==> config.mk <==
export PLATFORM = sky130hd
export DESIGN_NAME = cva6_shtlb_arbiter_flat
export DESIGN_NICKNAME = d
export VERILOG_FILES = /design/src/rtl/cva6_shtlb_arbiter_pkg.sv /design/src/rtl/cva6_shtlb_arbiter_if.sv /design/src/rtl/cva6_shtlb_arbiter.sv /design/src/flat_wrapper.sv
export SDC_FILE = /design/constraint.sdc
export NUM_CORES = 1
export LEC_CHECK = 0
export BUFFER_PORTS_ARGS = -buffer_cell sky130_fd_sc_hd__buf_2
export CAP_MARGIN = 20
export CORE_MARGIN = 2
export CORE_UTILIZATION = 35
export DETAILED_ROUTE_END_ITERATION = 12
export MAX_ROUTING_LAYER = met4
export PLACE_DENSITY = 0.66
export SLEW_MARGIN = 20
export SYNTH_ARGS = -nofsm -noshare
export SYNTH_HDL_FRONTEND = slang
export SYNTH_SLANG_ARGS = --single-unit
==> constraint.sdc <==
create_clock -name clk_i -period 1.7 [get_ports clk_i]
set_input_delay 0 -clock clk_i [delete_from_list [all_inputs] [get_ports clk_i]]
set_output_delay 0 -clock clk_i [all_outputs]
set_load 0.005 [all_outputs]
==> src/rtl/cva6_shtlb_arbiter_pkg.sv <==
// Shared types and widths for the ITLB/DTLB shared-TLB arbiter.
package cva6_shtlb_arb_pkg;

   localparam int unsigned CNT_W    = 32;
   localparam int unsigned STARVE_W = 4;

   typedef enum logic [1:0] {
      IDLE  = 2'd0,
      ISSUE = 2'd1,
      WAIT  = 2'd2,
      DROP  = 2'd3
   } shtlb_arb_state_e;

   typedef enum logic {
      OWN_ITLB = 1'b0,
      OWN_DTLB = 1'b1
   } shtlb_owner_e;

endpackage

==> src/rtl/cva6_shtlb_arbiter_if.sv <==
// Lookup/response bundle between the two L1 TLBs, the arbiter and the shared TLB.
// Signal suffixes are from the arbiter's point of view.
interface cva6_shtlb_arbiter_if #(
   parameter int unsigned VPN_W  = 20,
   parameter int unsigned ASID_W = 9
) ();

   logic              itlb_req_i;
   logic [VPN_W-1:0]  itlb_vpn_i;
   logic [ASID_W-1:0] itlb_asid_i;
   logic              itlb_gnt_o;
   logic              itlb_rsp_valid_o;

   logic              dtlb_req_i;
   logic [VPN_W-1:0]  dtlb_vpn_i;
   logic [ASID_W-1:0] dtlb_asid_i;
   logic              dtlb_gnt_o;
   logic              dtlb_rsp_valid_o;

   logic              rsp_hit_o;

   logic              shtlb_req_o;
   logic [VPN_W-1:0]  shtlb_vpn_o;
   logic [ASID_W-1:0] shtlb_asid_o;
   logic              shtlb_is_instr_o;
   logic              shtlb_gnt_i;
   logic              shtlb_rsp_valid_i;
   logic              shtlb_hit_i;

   // Arbiter side
   modport slave (
      input  itlb_req_i, itlb_vpn_i, itlb_asid_i,
      input  dtlb_req_i, dtlb_vpn_i, dtlb_asid_i,
      output itlb_gnt_o, itlb_rsp_valid_o,
      output dtlb_gnt_o, dtlb_rsp_valid_o,
      output rsp_hit_o,
      output shtlb_req_o, shtlb_vpn_o, shtlb_asid_o, shtlb_is_instr_o,
      input  shtlb_gnt_i, shtlb_rsp_valid_i, shtlb_hit_i
   );

   // L1 TLBs + shared TLB side
   modport master (
      output itlb_req_i, itlb_vpn_i, itlb_asid_i,
      output dtlb_req_i, dtlb_vpn_i, dtlb_asid_i,
      input  itlb_gnt_o, itlb_rsp_valid_o,
      input  dtlb_gnt_o, dtlb_rsp_valid_o,
      input  rsp_hit_o,
      input  shtlb_req_o, shtlb_vpn_o, shtlb_asid_o, shtlb_is_instr_o,
      output shtlb_gnt_i, shtlb_rsp_valid_i, shtlb_hit_i
   );

endinterface

==> src/rtl/cva6_shtlb_arbiter.sv <==
// Arbitrates ITLB/DTLB misses onto the shared TLB, one lookup outstanding, flush-safe.
// Optional perf counters enabled by defining SHTLB_ARB_PERF_EN.
module cva6_shtlb_arbiter
   import cva6_shtlb_arb_pkg::*;
#(
   parameter int unsigned VPN_W        = 20,
   parameter int unsigned ASID_W       = 9,
   parameter int unsigned STARVE_LIMIT = 4
) (
   input  logic                    clk_i,
   input  logic                    rst_ni,
   input  logic                    flush_i,
   cva6_shtlb_arbiter_if.slave     bus,
`ifdef SHTLB_ARB_PERF_EN
   output logic [CNT_W-1:0]        itlb_lookups_o,
   output logic [CNT_W-1:0]        dtlb_lookups_o,
   output logic [CNT_W-1:0]        miss_cnt_o,
`endif
   output logic                    busy_o
);

   localparam logic [STARVE_W-1:0] LIMIT = STARVE_W'(STARVE_LIMIT);

   if (STARVE_LIMIT < 1 || STARVE_LIMIT > 15) begin : g_bad_limit
      $error("STARVE_LIMIT must be in 1..15");
   end

   shtlb_arb_state_e    state_q, state_d;
   shtlb_owner_e        owner_q, owner_d;
   logic [STARVE_W-1:0] starve_q, starve_d;
   logic [VPN_W-1:0]    vpn_q, vpn_d;
   logic [ASID_W-1:0]   asid_q, asid_d;
   logic                req_q, req_d;
   logic                busy_q, busy_d;
   logic                irsp_q, irsp_d;
   logic                drsp_q, drsp_d;
   logic                hit_q, hit_d;
   logic                igrant_c, dgrant_c, deliver_c;

   // Next-state, arbitration and response routing
   always_comb begin
      state_d   = state_q;
      owner_d   = owner_q;
      starve_d  = starve_q;
      vpn_d     = vpn_q;
      asid_d    = asid_q;
      hit_d     = hit_q;
      irsp_d    = 1'b0;
      drsp_d    = 1'b0;
      igrant_c  = 1'b0;
      dgrant_c  = 1'b0;
      deliver_c = 1'b0;

      case (state_q)
         IDLE: begin
            if (!bus.itlb_req_i) starve_d = '0;
            if (!flush_i && (bus.itlb_req_i || bus.dtlb_req_i)) begin
               if (bus.itlb_req_i && (!bus.dtlb_req_i || starve_q == LIMIT)) begin
                  igrant_c = 1'b1;
                  owner_d  = OWN_ITLB;
                  vpn_d    = bus.itlb_vpn_i;
                  asid_d   = bus.itlb_asid_i;
                  starve_d = '0;
               end else begin
                  dgrant_c = 1'b1;
                  owner_d  = OWN_DTLB;
                  vpn_d    = bus.dtlb_vpn_i;
                  asid_d   = bus.dtlb_asid_i;
                  if (bus.itlb_req_i && starve_q < LIMIT)
                     starve_d = starve_q + STARVE_W'(1);
               end
               state_d = ISSUE;
            end
         end
         ISSUE: begin
            if (bus.shtlb_gnt_i) state_d = flush_i ? DROP : WAIT;
            else if (flush_i)    state_d = IDLE;
         end
         WAIT: begin
            if (bus.shtlb_rsp_valid_i) begin
               state_d = IDLE;
               if (!flush_i) begin
                  deliver_c = 1'b1;
                  hit_d     = bus.shtlb_hit_i;
                  irsp_d    = (owner_q == OWN_ITLB);
                  drsp_d    = (owner_q == OWN_DTLB);
               end
            end else if (flush_i) begin
               state_d = DROP;
            end
         end
         DROP: begin
            if (bus.shtlb_rsp_valid_i) state_d = IDLE;
         end
         default: state_d = IDLE;
      endcase

      req_d  = (state_d == ISSUE);
      busy_d = (state_d != IDLE);
   end

   always_ff @(posedge clk_i or negedge rst_ni) begin
      if (!rst_ni) begin
         state_q  <= IDLE;
         owner_q  <= OWN_DTLB;
         starve_q <= '0;
         vpn_q    <= '0;
         asid_q   <= '0;
         req_q    <= 1'b0;
         busy_q   <= 1'b0;
         irsp_q   <= 1'b0;
         drsp_q   <= 1'b0;
         hit_q    <= 1'b0;
      end else begin
         state_q  <= state_d;
         owner_q  <= owner_d;
         starve_q <= starve_d;
         vpn_q    <= vpn_d;
         asid_q   <= asid_d;
         req_q    <= req_d;
         busy_q   <= busy_d;
         irsp_q   <= irsp_d;
         drsp_q   <= drsp_d;
         hit_q    <= hit_d;
      end
   end

   // Grants are combinational from IDLE; gate with reset so they read 0 while held in reset
   assign bus.itlb_gnt_o       = igrant_c & rst_ni;
   assign bus.dtlb_gnt_o       = dgrant_c & rst_ni;
   assign bus.itlb_rsp_valid_o = irsp_q;
   assign bus.dtlb_rsp_valid_o = drsp_q;
   assign bus.rsp_hit_o        = hit_q;
   assign bus.shtlb_req_o      = req_q;
   assign bus.shtlb_vpn_o      = vpn_q;
   assign bus.shtlb_asid_o     = asid_q;
   assign bus.shtlb_is_instr_o = (owner_q == OWN_ITLB) && busy_or_held();
   assign busy_o               = busy_q;

   // Owner resets to DTLB, so the decode is already 0 out of reset
   function automatic logic busy_or_held();
      return 1'b1;
   endfunction

`ifdef SHTLB_ARB_PERF_EN
   logic [CNT_W-1:0] ilook_q, dlook_q, miss_q;

   // Lookups count at grant (flushed ones included); misses only when delivered
   always_ff @(posedge clk_i or negedge rst_ni) begin
      if (!rst_ni) begin
         ilook_q <= '0;
         dlook_q <= '0;
         miss_q  <= '0;
      end else begin
         if (igrant_c)                          ilook_q <= ilook_q + CNT_W'(1);
         if (dgrant_c)                          dlook_q <= dlook_q + CNT_W'(1);
         if (deliver_c && !bus.shtlb_hit_i)     miss_q  <= miss_q + CNT_W'(1);
      end
   end

   assign itlb_lookups_o = ilook_q;
   assign dtlb_lookups_o = dlook_q;
   assign miss_cnt_o     = miss_q;
`endif

   // A response is only legal while a lookup is accepted by the shared TLB
   a_rsp_protocol: assert property (@(posedge clk_i) disable iff (!rst_ni)
      !(bus.shtlb_rsp_valid_i && (state_q == IDLE || state_q == ISSUE)))
      else $error("shtlb_rsp_valid_i seen with no lookup outstanding");

endmodule
==> src/flat_wrapper.sv <==
// flat-port wrapper written by rule: the top's interface ports become plain ports
module cva6_shtlb_arbiter_flat import cva6_shtlb_arb_pkg::*;
#(
   parameter int unsigned VPN_W        = 20,
   parameter int unsigned ASID_W       = 9,
   parameter int unsigned STARVE_LIMIT = 4
)
  (clk_i, rst_ni, flush_i, busy_o, bus_itlb_req_i, bus_itlb_vpn_i, bus_itlb_asid_i, bus_dtlb_req_i, bus_dtlb_vpn_i, bus_dtlb_asid_i, bus_itlb_gnt_o, bus_itlb_rsp_valid_o, bus_dtlb_gnt_o, bus_dtlb_rsp_valid_o, bus_rsp_hit_o, bus_shtlb_req_o, bus_shtlb_vpn_o, bus_shtlb_asid_o, bus_shtlb_is_instr_o, bus_shtlb_gnt_i, bus_shtlb_rsp_valid_i, bus_shtlb_hit_i);
  cva6_shtlb_arbiter_if #(.VPN_W(VPN_W), .ASID_W(ASID_W)) bus_i ();
  input  logic clk_i;
  input  logic rst_ni;
  input  logic flush_i;
  output logic busy_o;
  input wire logic [$bits(bus_i.itlb_req_i)-1:0] bus_itlb_req_i;
  input wire logic [$bits(bus_i.itlb_vpn_i)-1:0] bus_itlb_vpn_i;
  input wire logic [$bits(bus_i.itlb_asid_i)-1:0] bus_itlb_asid_i;
  input wire logic [$bits(bus_i.dtlb_req_i)-1:0] bus_dtlb_req_i;
  input wire logic [$bits(bus_i.dtlb_vpn_i)-1:0] bus_dtlb_vpn_i;
  input wire logic [$bits(bus_i.dtlb_asid_i)-1:0] bus_dtlb_asid_i;
  output wire logic [$bits(bus_i.itlb_gnt_o)-1:0] bus_itlb_gnt_o;
  output wire logic [$bits(bus_i.itlb_rsp_valid_o)-1:0] bus_itlb_rsp_valid_o;
  output wire logic [$bits(bus_i.dtlb_gnt_o)-1:0] bus_dtlb_gnt_o;
  output wire logic [$bits(bus_i.dtlb_rsp_valid_o)-1:0] bus_dtlb_rsp_valid_o;
  output wire logic [$bits(bus_i.rsp_hit_o)-1:0] bus_rsp_hit_o;
  output wire logic [$bits(bus_i.shtlb_req_o)-1:0] bus_shtlb_req_o;
  output wire logic [$bits(bus_i.shtlb_vpn_o)-1:0] bus_shtlb_vpn_o;
  output wire logic [$bits(bus_i.shtlb_asid_o)-1:0] bus_shtlb_asid_o;
  output wire logic [$bits(bus_i.shtlb_is_instr_o)-1:0] bus_shtlb_is_instr_o;
  input wire logic [$bits(bus_i.shtlb_gnt_i)-1:0] bus_shtlb_gnt_i;
  input wire logic [$bits(bus_i.shtlb_rsp_valid_i)-1:0] bus_shtlb_rsp_valid_i;
  input wire logic [$bits(bus_i.shtlb_hit_i)-1:0] bus_shtlb_hit_i;
  assign bus_i.itlb_req_i = bus_itlb_req_i;
  assign bus_i.itlb_vpn_i = bus_itlb_vpn_i;
  assign bus_i.itlb_asid_i = bus_itlb_asid_i;
  assign bus_i.dtlb_req_i = bus_dtlb_req_i;
  assign bus_i.dtlb_vpn_i = bus_dtlb_vpn_i;
  assign bus_i.dtlb_asid_i = bus_dtlb_asid_i;
  assign bus_itlb_gnt_o = bus_i.itlb_gnt_o;
  assign bus_itlb_rsp_valid_o = bus_i.itlb_rsp_valid_o;
  assign bus_dtlb_gnt_o = bus_i.dtlb_gnt_o;
  assign bus_dtlb_rsp_valid_o = bus_i.dtlb_rsp_valid_o;
  assign bus_rsp_hit_o = bus_i.rsp_hit_o;
  assign bus_shtlb_req_o = bus_i.shtlb_req_o;
  assign bus_shtlb_vpn_o = bus_i.shtlb_vpn_o;
  assign bus_shtlb_asid_o = bus_i.shtlb_asid_o;
  assign bus_shtlb_is_instr_o = bus_i.shtlb_is_instr_o;
  assign bus_i.shtlb_gnt_i = bus_shtlb_gnt_i;
  assign bus_i.shtlb_rsp_valid_i = bus_shtlb_rsp_valid_i;
  assign bus_i.shtlb_hit_i = bus_shtlb_hit_i;
  cva6_shtlb_arbiter #(.VPN_W(VPN_W), .ASID_W(ASID_W), .STARVE_LIMIT(STARVE_LIMIT)) u_core (.clk_i(clk_i), .rst_ni(rst_ni), .flush_i(flush_i), .bus(bus_i), .busy_o(busy_o));
endmodule
# Word-level counts from Yosys, hierarchy flattened
# Index checks and enable logic that the tools add are counted.
[classes]
add_sub_neg = 1
n_mul = 0
div = 0
order_cmp = 1
eq_ne = 5
n_shift = 0
n_mux = 26
n_bitwise = 4
reduce_logical = 11
[op_table]
columns = ["cell", "count"]
rows = [
  ["two-way mux 20 bit", 1],
  ["two-way mux 4 bit", 4],
  ["two-way mux 1 bit", 13],
  ["two-way mux 2 bit", 6],
  ["two-way mux 9 bit", 1],
  ["case mux 2 bit (4 select lines)", 1],
  ["adder 4 x 1 -> 4 bit (second input constant)", 1],
  ["== test 2 x 1 -> 1 bit (second input constant)", 2],
  ["== test 2 bit (second input constant)", 2],
  ["== test 4 x 3 -> 1 bit (second input constant)", 1],
  ["< comparator 4 x 3 -> 1 bit (second input constant)", 1],
  ["logical AND 1 bit", 3],
  ["AND reduction 3 bit", 1],
  ["bitwise AND 1 bit", 2],
  ["zero test 1 bit", 2],
  ["zero test 2 bit", 1],
  ["logical OR 1 bit", 2],
  ["NOT 1 bit", 2],
  ["AND reduction 2 bit", 1],
  ["nonzero test 2 bit", 1],
]
[totals]
regBits = 41
latch_bits = 0
mem_bits_rw = 0
mem_bits_ro = 0
in_bits = 66
output_inout_bits = 37
word_cells = 58
n_memories = 0

# Logic depth before layout (Yosys ltp)
[depth]
word_depth = 7
depth_mapped = 7
mapped_depth_nobuf = 6

# Worst setup path before layout
# No wires, ideal clock.
[synth_path]
kind = "register to register"
start = "register u_core.state_q[0]"
end = "register u_core.asid_q[8], in the netlist u_core.bus.shtlb_asid_o[8]"
setup_ns = 0.122
arrival_ns = 1.534
required_ns = 1.578
setup_slack_ns = 0.044
stages_incl_launch_ff = 8
path_buffers = 3
synth_period_minus_slack_ns = 1.656
path_cell_list = "dfrtp_1 buf_6 or3_4 or2_1 buf_6 clkbuf_8 a21oi_1 a21oi_1"
[synth_via]
elab_chain_len = 2
[synth_rtl]
columns = ["element", "line_no", "source"]
rows = [
  ["start: declaration", "cva6_shtlb_arbiter.sv:28", "shtlb_arb_state_e state_q, state_d;"],
  ["start signal: assignment", "cva6_shtlb_arbiter.sv:115", "state_q <= state_d;"],
  ["zero test 2 bit", "cva6_shtlb_arbiter.sv:54", "case (state_q)"],
  ["AND reduction 2 bit (no line)", "--", ""],
  ["end signal: assignment", "cva6_shtlb_arbiter.sv:119", "asid_q <= asid_d;"],
  ["end: declaration", "cva6_shtlb_arbiter.sv:32", "logic [ASID_W-1:0] asid_q, asid_d;"],
]
# Every way passes these cells.
# A chain may end at the register's enable or synchronous reset.

# Final worst setup path
[layout_path]
start = "register u_core.starve_q[1]"
end = "output port bus_itlb_gnt_o"
[layout_via]
elab_chain_len = 7
[layout_rtl]
columns = ["element", "line_no", "source"]
rows = [
  ["start: declaration", "cva6_shtlb_arbiter.sv:30", "logic [STARVE_W-1:0] starve_q, starve_d;"],
  ["start signal: assignment", "cva6_shtlb_arbiter.sv:117", "starve_q <= starve_d;"],
  ["== test 4 x 3 -> 1 bit", "cva6_shtlb_arbiter.sv:58", "if (bus.itlb_req_i && (!bus.dtlb_req_i || starve_q == LIMIT)) begin"],
  ["logical OR 1 bit", "cva6_shtlb_arbiter.sv:58", ""],
  ["logical AND 1 bit", "cva6_shtlb_arbiter.sv:58", ""],
  ["two-way mux 1 bit", "cva6_shtlb_arbiter.sv:58", ""],
  ["two-way mux 1 bit", "cva6_shtlb_arbiter.sv:57", "if (!flush_i && (bus.itlb_req_i || bus.dtlb_req_i)) begin"],
  ["two-way mux 1 bit", "cva6_shtlb_arbiter.sv:54", ""],
  ["bitwise AND 1 bit", "cva6_shtlb_arbiter.sv:129", "assign bus.itlb_gnt_o = igrant_c & rst_ni;"],
  ["end: declaration", "flat_wrapper.sv:20", "output wire logic [$bits(bus_i.itlb_gnt_o)-1:0] bus_itlb_gnt_o;"],
]
# Every way passes these cells.

==> summary.txt <==
GRT
  • First-pass GRT wire length: just over 9 mm
  • Initial antenna violation count: 0
  • Total track usage: 19.9%
  • Largest net degree at the start of global routing: 29
  • Gr ovfl total: 0
  • Vias in the first global route: 2,089

Setup path
  • CP Class: reg2out
  • CP Capture Type: output port
  • R2R Path End: u_core.bus.shtlb_vpn_o[14]
  • Max Fanout on Critical Path: 4
  • R2r worst-path depth: 8
  • Worst setup SP type: flip-flop
  • WP data arrival: 1.67 ns
  • Worst R2R Start: u_core.starve_q[1]
  • Req. time, crit path: between 1.5 and 2 ns
  • Reg2Reg Setup Slack: 0.04 ns

Cells and area
  • FILL cells: 482
  • Synth-to-Final Area Change: 69.1%
  • Share of layout cells above drive strength 1: 42.2%
  • Final instance area: between 0.003 and 0.004 mm2
  • Most common cell after layout, fill and taps aside: buf_2
  • Commonest non-fill, non-tap cells in the layout: buf_2, a21oi_1, dlygate4sd3_1, dfrtp_1, nor2_1
  • Antenna fix cells: 0
  • Util after Layout: just over 60%
  • Layout Cells excl Fill: 449
  • Layout Nets: 444

Status
  • Status: finished with violations
  • Violated checks: negative hold slack

Timing
  • Final period util: a little over nine tenths
  • Max Slew Vio Count: 0
  • Setup TNS: 0 ns
  • Worst Skew: 0.00979 ns
  • Max_slew headroom: roughly 76%
  • FMAX: 0.598 GHz
  • Setup Viol. Count Final: 0
  • Final-report hold violation count: 1
  • Least-Margin Pin Slew: 0.358 ns
  • Final Critical Period: 1.67 ns
  • Hold_ws: -0.00123 ns
  • Unrepaired setup endpoints after global routing: yes

Clock tree
  • Htree depth: 2
  • TritonCTS Buffers: 5
  • TritonCTS clock tree: yes
  • # clock sinks: 41
  • Max clock buf depth: 2
  • Reg clk slew, reported paths: ~0.09 ns
  • Root Buffer: clkbuf_8
  • Clock Latency Late Sink: 0.29 ns

Floorplanning
  • Std cell rows: 27
  • DIE HEIGHT: 78.3 um
  • Num ports: between 100 and 150
  • Die area: 0.00614 mm2
  • Die X: 78.3 um
  • Core Region: 0.00541 mm2
  • Starting Density: 35.8%

Hold path
  • Worst hold path stage count: 3
  • Worst Hold Path EP: u_core.bus.shtlb_vpn_o[16]
  • Worst hold start: bus_itlb_vpn_i[16]
  • Hold WC Path Type: in2reg

Placed design
  • Placed insts: 390
  • IO Port Bufs: roughly 100
  • DP HPWL: 3.59 mm
  • Placer congestion estimate: a little under 0.8
  • Placed cell area: 0.00256 mm2

Detailed routing
  • Via count: 2,164
  • Routed WL: between 5 and 6 mm
  • Antenna Nets Post-Route: 0
  • Iter 0 DRT Violations: 70
  • Via-to-Cell Ratio: 4.82
  • Per-cell routed wire length: about 13 um
  • Drt pass-1 iters: 4
  • DRC: 0

Run
  • Max Cap Viol: 0

Synthesis
  • Ranking of synthesized cells by area: dfrtp_1, a21oi_1, nor2_1
  • Yosys reg bits: 41
  • Post-synth ARST share: 100%
  • Mapped Area: ~0.0019 mm2
  • Main synth FF type: dfrtp_1
  • Cells after Synth: 218
  • Unique masters post-synth: 31
  • Syn nets: 286
  • Syn avg cell area: 8.87 um2
  • Synth area leader: dfrtp_1
  • Post-synth EDFFs: 0
  • Seq/Total Area, Yosys: 53.1%
  • Yosys warns: 0
  • Post-synth top area share: 51.7%

Power and ir drop
  • Peak VDD IR: 0.627 mV
  • Leak pwr: 1.62 nW
  • Power density over cell area: around 1300 mW/mm2
[per-stage QoR]
| step | power (W) | setup slack (ns) |
|---|---|---|
| floorplan | 0.00248 | 0.0441 |
| global placement | 0.00311 | 0.153 |
| detailed placement | 0.00315 | 0.104 |
| CTS | 0.00422 | 0.00441 |
| global route | 0.00460 | -0.0438 |
| finish | 0.00429 | 0.0273 |
[power breakdown]
group / switching, W / total, W / internal, W
Combinational: 0.000855 / 0.00173 / 0.000877
Clock: 0.000343 / 0.000927 / 0.000583
Sequential: 0.000225 / 0.00163 / 0.00141
[cell type report]
| class | count | area [um2] | share of cell area (%) |
|---|---|---|---|
| Clock buffer | 5 | 68.8 | 2.10 |
| Inverter | 5 | 18.8 | 0.574 |
| Multi-Input combinational cell | 158 | 875 | 26.7 |
| Sequential cell | 41 | 1030 | 31.4 |
| Timing Repair Buffer | 165 | 1130 | 34.5 |
| Tap cell | 72 | 90.1 | 2.75 |
| Clock inverter | 3 | 65.1 | 1.99 |
[Yosys cell counts (2+ instances only)]
master     n
a21oi_1   60
dfrtp_1   40
nor2_1    35
nand2_1   32
clkbuf_1   6
inv_1      5
nand2b_1   4
and3_1     3
buf_2      3
buf_6      3
o21ai_0    3
and2_1     2
ha_1       2
mux2_2     2
nand3_1    2
[worst max-delay path, stage by stage, from the launching register on]
cell and delay [ns]:
dfrtp_1 0.38, inv_2 0.06, ha_4 0.15, and3b_2 0.21, o21a_1 0.20, buf_6 0.13
and3_1 0.14, buf_2 0.12
[sequential cells by signal (all words and copies together) (netlist names)]
name and flops:
u_core.bus.dtlb_rsp_valid_o 1, u_core.state_q 2, u_core.bus.shtlb_vpn_o 20, u_core.bus.itlb_rsp_valid_o 1, u_core.owner_q 1, u_core.busy_o 1, u_core.bus.rsp_hit_o 1, u_core.bus.shtlb_req_o 1
u_core.starve_q 4, u_core.bus.shtlb_asid_o 9
[routing by layer]
metal  vias up  share of wire (%)  routed length (um)  track usage, %
met2        97                 51                3030            33.5
met3         7                5.3                 316            3.79
li1       1050                  -                   -               -
met5         -                  0                   0               -
met4         0                1.4                  81            7.89
met1      1010                 42                2490            23.6
[cells by family after synthesis]
logic type	Yosys count	share of synthesized area [%]
muxes	2	1.16
buffers and inverters	19	6.14
and+or+nand+nor	85	19.1
adders and majority gates	2	1.29
AOI/OAI and AO/OA	69	19.2
DFF	41	53.1
[how the worst max path moves through the flow]
| stage | startpoint | to | slack [ns] | cells after the start |
|---|---|---|---|---|
| 4_1_cts | u_core.starve_q[1] | bus_itlb_gnt_o | 0.004 | 7 |
| 2_1_floorplan | u_core.state_q[0] | u_core.bus.shtlb_asid_o[8] | 0.04 | 7 |
| 6_report | u_core.starve_q[1] | bus_itlb_gnt_o | 0.03 | 7 |
| 3_5_place_dp | u_core.state_q[1] | u_core.starve_q[2] | 0.10 | 5 |
| 3_3_place_gp | u_core.state_q[1] | u_core.bus.shtlb_asid_o[3] | 0.15 | 5 |
| 5_1_grt | u_core.starve_q[0] | u_core.bus.shtlb_vpn_o[14] | -0.04 | 8 |
[what timing repair did]
item	4_1_cts	5_1_grt
resized for setup	3	23
buffers inserted	5	3
endpoints found under the hold margin	44	0
hold buffers	43	0
pin swaps	2	4
endpoints found under the setup margin	2	20
Note: power is estimated with default switching activity, not from simulation.
